[src/rtl/exp7_detector_jogada.sv]
// Button conditioning ahead of the game control unit: synchronizes, debounces,
// rejects multi-button presses and turns one valid press into a single jogada pulse.
module exp7_detector_jogada #(
  parameter int N_BOTOES        = 4,
  parameter int DEBOUNCE_CYCLES = 50000,
  parameter int CNT_W           = 16
) (
  input  logic                clock,
  input  logic                reset,
  input  logic [N_BOTOES-1:0] botoes,
  input  logic                habilita,
  input  logic                limpa,
  output logic                jogada,
  output logic [N_BOTOES-1:0] jogada_code,
  output logic                invalida,
  output logic [2:0]          db_estado
);

  typedef enum logic [2:0] {
    IDLE         = 3'b000,
    DEB_PRESS    = 3'b001,
    ACEITA       = 3'b010,
    ESPERA_SOLTA = 3'b011,
    DEB_SOLTA    = 3'b100
  } estado_t;

  localparam logic [CNT_W-1:0]    CNT_LAST = CNT_W'(DEBOUNCE_CYCLES - 1);
  localparam logic [CNT_W-1:0]    CNT_MAX  = '1;
  localparam logic [N_BOTOES-1:0] UM       = N_BOTOES'(1);

  estado_t             estado_q;
  logic [CNT_W-1:0]    cnt_q;
  logic [CNT_W-1:0]    cnt_d;
  logic [N_BOTOES-1:0] sync1_q;
  logic [N_BOTOES-1:0] botoes_s_q;
  logic [N_BOTOES-1:0] padrao_q;
  logic                jogada_q;
  logic [N_BOTOES-1:0] code_q;
  logic                invalida_q;
  logic                padraoOneHot;

  // Two-flop synchronizer; raw buttons never reach the FSM or any output directly.
  always_ff @(posedge clock or posedge reset) begin
    if (reset) begin
      sync1_q    <= '0;
      botoes_s_q <= '0;
    end else begin
      sync1_q    <= botoes;
      botoes_s_q <= sync1_q;
    end
  end

  // Saturating increment so a misconfigured threshold can never wrap the counter.
  always_comb begin
    cnt_d = cnt_q;
    if (cnt_q != CNT_MAX) begin
      cnt_d = cnt_q + CNT_W'(1);
    end
  end

  assign padraoOneHot = (padrao_q != '0) && ((padrao_q & (padrao_q - UM)) == '0);

  // Press/release debouncer. The accept decision is taken on the edge that
  // enters ACEITA, so jogada and the code are valid for exactly that one cycle.
  always_ff @(posedge clock or posedge reset) begin
    if (reset) begin
      estado_q   <= IDLE;
      cnt_q      <= '0;
      padrao_q   <= '0;
      jogada_q   <= 1'b0;
      code_q     <= '0;
      invalida_q <= 1'b0;
    end else begin
      jogada_q <= 1'b0;
      if (limpa) begin
        code_q     <= '0;
        invalida_q <= 1'b0;
      end

      case (estado_q)
        IDLE: begin
          if (botoes_s_q != '0) begin
            padrao_q <= botoes_s_q;
            cnt_q    <= '0;
            estado_q <= DEB_PRESS;
          end
        end

        DEB_PRESS: begin
          if (botoes_s_q != padrao_q) begin
            estado_q <= IDLE;
          end else if (cnt_q == CNT_LAST) begin
            estado_q <= ACEITA;
            if (!padraoOneHot) begin
              invalida_q <= 1'b1;
            end else if (habilita) begin
              jogada_q   <= 1'b1;
              code_q     <= padrao_q;
              invalida_q <= 1'b0;
            end
          end else begin
            cnt_q <= cnt_d;
          end
        end

        ACEITA: begin
          estado_q <= ESPERA_SOLTA;
        end

        // Extra buttons pressed while held are ignored until a full release.
        ESPERA_SOLTA: begin
          if (botoes_s_q == '0) begin
            cnt_q    <= '0;
            estado_q <= DEB_SOLTA;
          end
        end

        DEB_SOLTA: begin
          if (botoes_s_q != '0) begin
            estado_q <= ESPERA_SOLTA;
          end else if (cnt_q == CNT_LAST) begin
            estado_q <= IDLE;
          end else begin
            cnt_q <= cnt_d;
          end
        end

        default: begin
          estado_q <= IDLE;
        end
      endcase
    end
  end

  assign jogada      = jogada_q;
  assign jogada_code = code_q;
  assign invalida    = invalida_q;
  assign db_estado   = estado_q;

endmodule

[config.mk]
export PLATFORM = sky130hd
export DESIGN_NAME = exp7_detector_jogada
export DESIGN_NICKNAME = d
export VERILOG_FILES = /design/src/rtl/exp7_detector_jogada.sv
export SDC_FILE = /design/constraint.sdc
export NUM_CORES = 1
export LEC_CHECK = 0
export BUFFER_PORTS_ARGS = -buffer_cell sky130_fd_sc_hd__buf_2
export CORE_MARGIN = 1
export CORE_UTILIZATION = 45
export CTS_CLUSTER_SIZE = 30
export DETAILED_ROUTE_END_ITERATION = 10
export GPL_TIMING_DRIVEN = 0
export PLACE_DENSITY = 0.63
export SETUP_SLACK_MARGIN = 0.2
export SYNTH_ARGS = -nofsm -noshare
export SYNTH_HDL_FRONTEND = slang
export SYNTH_SLANG_ARGS = --single-unit
[constraint.sdc]
create_clock -name clock -period 2.2 [get_ports clock]
set_clock_uncertainty 0.15 [all_clocks]
set_input_delay 0.44 -clock clock [delete_from_list [all_inputs] [get_ports clock]]
set_output_delay 0.44 -clock clock [all_outputs]
set_load 0.01 [all_outputs]
== Word-level counts from Yosys, hierarchy flattened ==
Index checks and enable logic that the tools add are counted.

* Divide/modulo/power cells: 0
* Order comparisons: 0
* Shift-type cells: 0
* Reduce and logical (&&, ||, !) cells: 10
* Equal/unequal tests: 13
* Add/subtract/negate cells: 2
* Bitwise logic cells: 1
* $mul: 0
* Multiplexer cells: 31

{| class="wikitable"
|+ Operator list
! cell !! number
|-
| $mux W16 || 6
|-
| $pmux W16 S4 || 1
|-
| $mux W4 || 6
|-
| $mux W3 || 6
|-
| $add A16 B1 Y16 const B || 1
|-
| $eq A16 B16 Y1 const B || 1
|-
| $ne A16 B16 Y1 const B || 1
|-
| $pmux W3 S5 || 1
|-
| $reduce_bool A4 Y1 || 3
|-
| $mux W1 || 11
|-
| $logic_not A4 Y1 || 2
|-
| $ne A2 B2 Y1 const B || 4
|-
| $eq A3 B2 Y1 const B || 2
|-
| $ne A3 B3 Y1 const B || 2
|-
| $reduce_and A5 Y1 || 1
|-
| $and A4 B4 Y4 || 1
|-
| $ne A4 B4 Y1 || 1
|-
| $reduce_and A4 Y1 || 1
|-
| $sub A4 B1 Y4 const B || 1
|-
| $eq A3 B1 Y1 const B || 1
|-
| $eq A3 B3 Y1 const B || 1
|-
| $logic_not A3 Y1 || 1
|-
| $reduce_and A2 Y1 || 1
|-
| $logic_and A1 B1 Y1 || 1
|}

* Output and inout bits: 9
* Register bits after elaboration: 37
* Bits of input ports: 8
* Word-level logic and storage cells: 65
* Bits in read-only memories: 0
* Latch bits: 0
* Bits in writable memories: 0
* Memories: 0

== Depth between registers and ports, before layout ==
* Depth after elaboration: 8
* Mapped depth: 8
* Gate-level depth less buffers: 6

== Worst setup path after synthesis ==
Ideal clock, no wire load.

* Kind: register -> register
* From: register estado_q[1], in the netlist db_estado[1]
* To: register cnt_q[1]
* Arrival: 1791 ps
* Buffers on the path: 2
* Slack: 135 ps
* Stages on the path, launching flop included: 7
* Path through: dfrtp_1 -> clkbuf_1 -> nand3b_1 -> or3_1 -> buf_4 -> a21oi_2 -> mux2_2

* Word-level cells in the longest chain between the ends: 3
* Elaborated cells between the ends (all ways): 11
* Those cells by class: eq/ne: 7; mux: 1; reduce/logical: 3

{| class="wikitable"
|+ Ends and longest elaborated chain
! item !! line !! text
|-
| from (decl) || 31 || <nowiki>estado_t estado_q;</nowiki>
|-
| from (signal assigned) || 67 || <nowiki>estado_q <= IDLE;</nowiki>
|-
| from (signal assigned) || 85 || <nowiki>estado_q <= DEB_PRESS;</nowiki>
|-
| from (signal assigned) || 91 || <nowiki>estado_q <= IDLE;</nowiki>
|-
| $eq A3 B3 Y1, or another cell as far along || 80 || <nowiki>case (estado_q)</nowiki>
|-
| $reduce_bool A4 Y1 (no source line) or $ne A2 B2 Y1 (tied branches) || n/a ||
|-
| $reduce_and A5 Y1 (no source line) || n/a ||
|-
| to (signal assigned) || 102 || <nowiki>cnt_q <= cnt_d;</nowiki>
|-
| to (signal assigned) || 124 || <nowiki>cnt_q <= cnt_d;</nowiki>
|-
| to (decl) || 32 || <nowiki>logic [CNT_W-1:0] cnt_q;</nowiki>
|}

Parallel ways exist; a longest one is shown, timed or not.
A chain may end at the register's enable or synchronous reset.

== Worst setup path in the final report ==
* From: register botoes_s_q[3]
* To: register cnt_q[9]

* Word-level cells in the longest chain between the ends: 3
* Elaborated cells between the ends (all ways): 8
* Those cells by class: eq/ne: 5; reduce/logical: 3

{| class="wikitable"
|+ Ends and longest elaborated chain
! item !! line !! text
|-
| from (decl) || 35 || <nowiki>logic [N_BOTOES-1:0] botoes_s_q;</nowiki>
|-
| from (signal assigned) || 49 || <nowiki>botoes_s_q <= sync1_q;</nowiki>
|-
| $ne A4 B4 Y1, or another cell as far along || 90 || <nowiki>if (botoes_s_q != padrao_q) begin</nowiki>
|-
| $ne A2 B2 Y1 (no source line) || n/a ||
|-
| $reduce_and A5 Y1 (no source line) (*) || n/a ||
|}

Mark *: on every way between the ends. The rest lies on a longest branch, timed or not.

==> metrics.csv <==
stage;metric;value;unit
finish;Diodes inserted;0;
logic_synthesis;Cells after Synth;199;
logic_synthesis;Synth Flop Type;dfrtp_1;
power;Pwr Density;879.4;nW/um2
finish;fillcell total;351;
placed_design;dpl hpwl;3.139;mm
setup_path;CP required;2.26;ns
clock_network;TritonCTS clock tree;done;
logic_synthesis;Synth cell types;50;
logic_synthesis;syn nets;208;
setup_path;worst r2r src;botoes_s_q[3]$_DFF_PP0_;
sta;final-report setup violation count;0;
sta;setup repair after global routing missed its margin;yes;
drt;WL final;5.071;mm
grt;largest net degree at the start of global routing;38;
drt;drt drc;0;
min_path;WHS Path Cells;1;
grt;vias in the first global route;1637;
logic_synthesis;Synth Register Bits;37;
setup_path;CP endpoint kind;register;
sta;final critical-path share of the clock period;98.51;%
placed_design;routability cong.;0.9919;
sta;fin crit period;2.167;ns
finish;final cell count without fillers;314;
clock_network;clock slew at reported path FFs;0.08;ns
drt;drt pass-1 iters;4;
finish;layout cells sized above 1;45.75;%
drt;antenna viol nets, final;0;
logic_synthesis;Post-synth EDFFs;0;
grt;initial antenna violation count;0;
floorplan;die width;71.98;um
finish;commonest non-fill, non-tap cell in the layout;dfrtp_1;
finish;final net count;255;
clock_network;clock root cell;clkbuf_8;
drt;DR iter-0 viols;127;
sta;Fin. Hold Viols;0;
logic_synthesis;Yosys top cell by area;dfrtp_1;
floorplan;# IOs;17;
setup_path;Reg2Reg Depth;7;
floorplan;Initial Util;46.65;%
sta;slew margin rel.;48.29;%
finish;Seq. cell area;938.4;um2
finish;synth-to-layout area growth;33.90;%
sta;measured slew at the worst slew-check pin;0.7745;ns
drt;WL/cell;16.15;um
min_path;Hold Path Sink;sync1_q[1]$_DFF_PP0_;
setup_path;crit path launch type;register;
drt;vias per cell;5.669;
setup_path;Max FO, Critical Path;10;
logic_synthesis;Avg Inst Size Synth;11.07;um2
logic_synthesis;sequential area share after synthesis;42.02;%
flow_run;max-cap violation count;0;
floorplan;Die Y-Extent;71.98;um
floorplan;num rows;25;
min_path;HP Class;input port to register;
logic_synthesis;Cell Area, Synth;2203;um2
setup_path;signal arrival time at the worst endpoint;2.23;ns
logic_synthesis;top post-synthesis cells by area;dfrtp_1 (42%), mux2i_1 (7.3%), a2111oi_4 (5.0%);
grt;grt ovf;0;
floorplan;Die Area;5180;um2
floorplan;Core Area;4723;um2
power;P_leak;1.206;nW
placed_design;placed instance count;282;
clock_network;CTS Buf Count;5;
logic_synthesis;asr flop ratio synth;100.0;%
finish;Multi-input gate area;1371;um2
clock_network;clk sinks;37;
grt;first-pass GRT wire length;7.976;mm
logic_synthesis;Yosys warning total;0;
setup_path;r2r setup slk;0.03;ns
setup_path;CP Class;register to register;
logic_synthesis;top cell type's share of synthesized area;42.02;%
grt;Overall Global Routing Usage;20.46;%
power;Max VDD drop;0.5258;mV
placed_design;IO buf count;16;
run_status;status;finished clean;
sta;Slew Viols, Final;0;
power;Power Total;2.595;mW
setup_path;FF-to-FF End;cnt_q[9]$_DFFE_PP0P_;
finish;commonest non-fill, non-tap cells in the layout;dfrtp_1 (27), buf_4 (24), nand2_1 (23), buf_2 (17), mux2i_1 (16);
clock_network;CTS max path bufs;2;
clock_network;H-tree Lvls;2;
clock_network;worst skew pair latency;0.30;ns
min_path;hold wc startpoint;botoes[1];
drt;vias;1780;
sta;Fmax;461.4;MHz
clock_network;hold_buf cts;0;
==> area by class of cell <==
cell class              instances  area share, %
clock inverters                 1         0.2969
clock buffers                   7          3.265
multi-input cells             146          46.48
plain buffers                  11          5.174
repair buffers                 40          9.500
inverters                       5         0.6361
flip-flops and latches         37          31.81
well taps                      67          2.841
==> through the flow <==
stage	setup WS (ns)	utilization [%]	hold WS, ns	instance area [um2]	TNS (ns)
floorplan	0.1650	-	0.1812	2245	0
global placement	-0.1754	50.99	0.1824	2409	-1.260
detailed placement	-0.1738	50.99	0.1847	2409	-1.745
CTS	0.1071	59.55	0.08989	2813	0
global route	-0.03924	62.46	0.08206	2950	-0.1557
finish	0.03275	62.46	0.09253	2950	0
==> power by group <==
part           leakage [nW]  internal [mW]  total, mW  switching [mW]
registers             0.473          0.760      0.827          0.0665
clock network        0.0549          0.289      0.544           0.255
logic                 0.678          0.591       1.22           0.633
total                  1.21           1.64       2.59           0.954
==> synth_stat cells, types with 3 or more instances <==
| cell type | n |
|---|---|
| a2111oi_4 | 4 |
| a211oi_2 | 8 |
| a21oi_1 | 4 |
| a22o_1 | 3 |
| and4_1 | 3 |
| buf_2 | 4 |
| buf_6 | 4 |
| dfrtp_1 | 37 |
| inv_1 | 5 |
| mux2_2 | 6 |
| mux2i_1 | 16 |
| nand2_1 | 23 |
| nand2b_1 | 14 |
| nand3_1 | 5 |
| nand4_1 | 5 |
| nor2_1 | 7 |
| nor2b_1 | 5 |
| or3_1 | 3 |
| xnor2_1 | 4 |
==> registers in the layout, summed over array words and instances (netlist names) <==
signal	cells
jogada	1
botoes_s_q	4
padrao_q	4
cnt_q	16
db_estado	3
jogada_code	4
invalida	1
sync1_q	4
==> logic make-up (layout without fill, tap and decap cells) <==
group           after synthesis  in the layout  share of synthesized area [%]
mux                          23             23                          10.85
simple gates                 86             86                          24.19
fa+ha+maj                     1              1                         0.5678
compound gates               30             30                          15.50
xor+xnor                      6              6                          2.385
flops                        37             37                          42.02
buf+inv                      16             64                          4.486
==> how the worst max path moves through the flow <==
stage | to | slack, ns | start | depth (start not counted)
6_report | cnt_q[9]$_DFFE_PP0P_ | 0.03 | botoes_s_q[3]$_DFF_PP0_ | 7
3_5_place_dp | jogada_code[3]$_DFF_PP0_ | -0.17 | cnt_q[0]$_DFFE_PP0P_ | 6
5_1_grt | cnt_q[9]$_DFFE_PP0P_ | -0.04 | botoes_s_q[0]$_DFF_PP0_ | 7
3_3_place_gp | jogada_code[1]$_DFF_PP0_ | -0.18 | cnt_q[0]$_DFFE_PP0P_ | 6
4_1_cts | cnt_q[10]$_DFFE_PP0P_ | 0.11 | db_estado[1]$_DFFE_PP0P_ | 7
2_1_floorplan | cnt_q[0]$_DFFE_PP0P_ | 0.16 | cnt_q[0]$_DFFE_PP0P_ | 7
==> critical path, cell delays in order, from the launching register on <==
cell and delay, ns:
dfrtp_2 0.45, xnor2_2 0.19, nand3_2 0.09, or3_4 0.39, buf_12 0.16, buf_12 0.15, a211oi_4 0.27, mux2i_1 0.23
==> metal layers <==
layer,vias up,part of all wire [%],track usage [%]
li1,823,-,-
met2,51,47,31.24
met5,-,0,0
met1,900,48,29.04
met4,0,1.5,7.190
met3,6,3.5,4.306
==> timing repair <==
action	in CTS	in global routing
pin swaps	20	13
gates resized for setup	34	20
buffers inserted	18	5
cloned	1	0
setup endpoints to repair	21	21
Power figures use the tool's default switching activity.
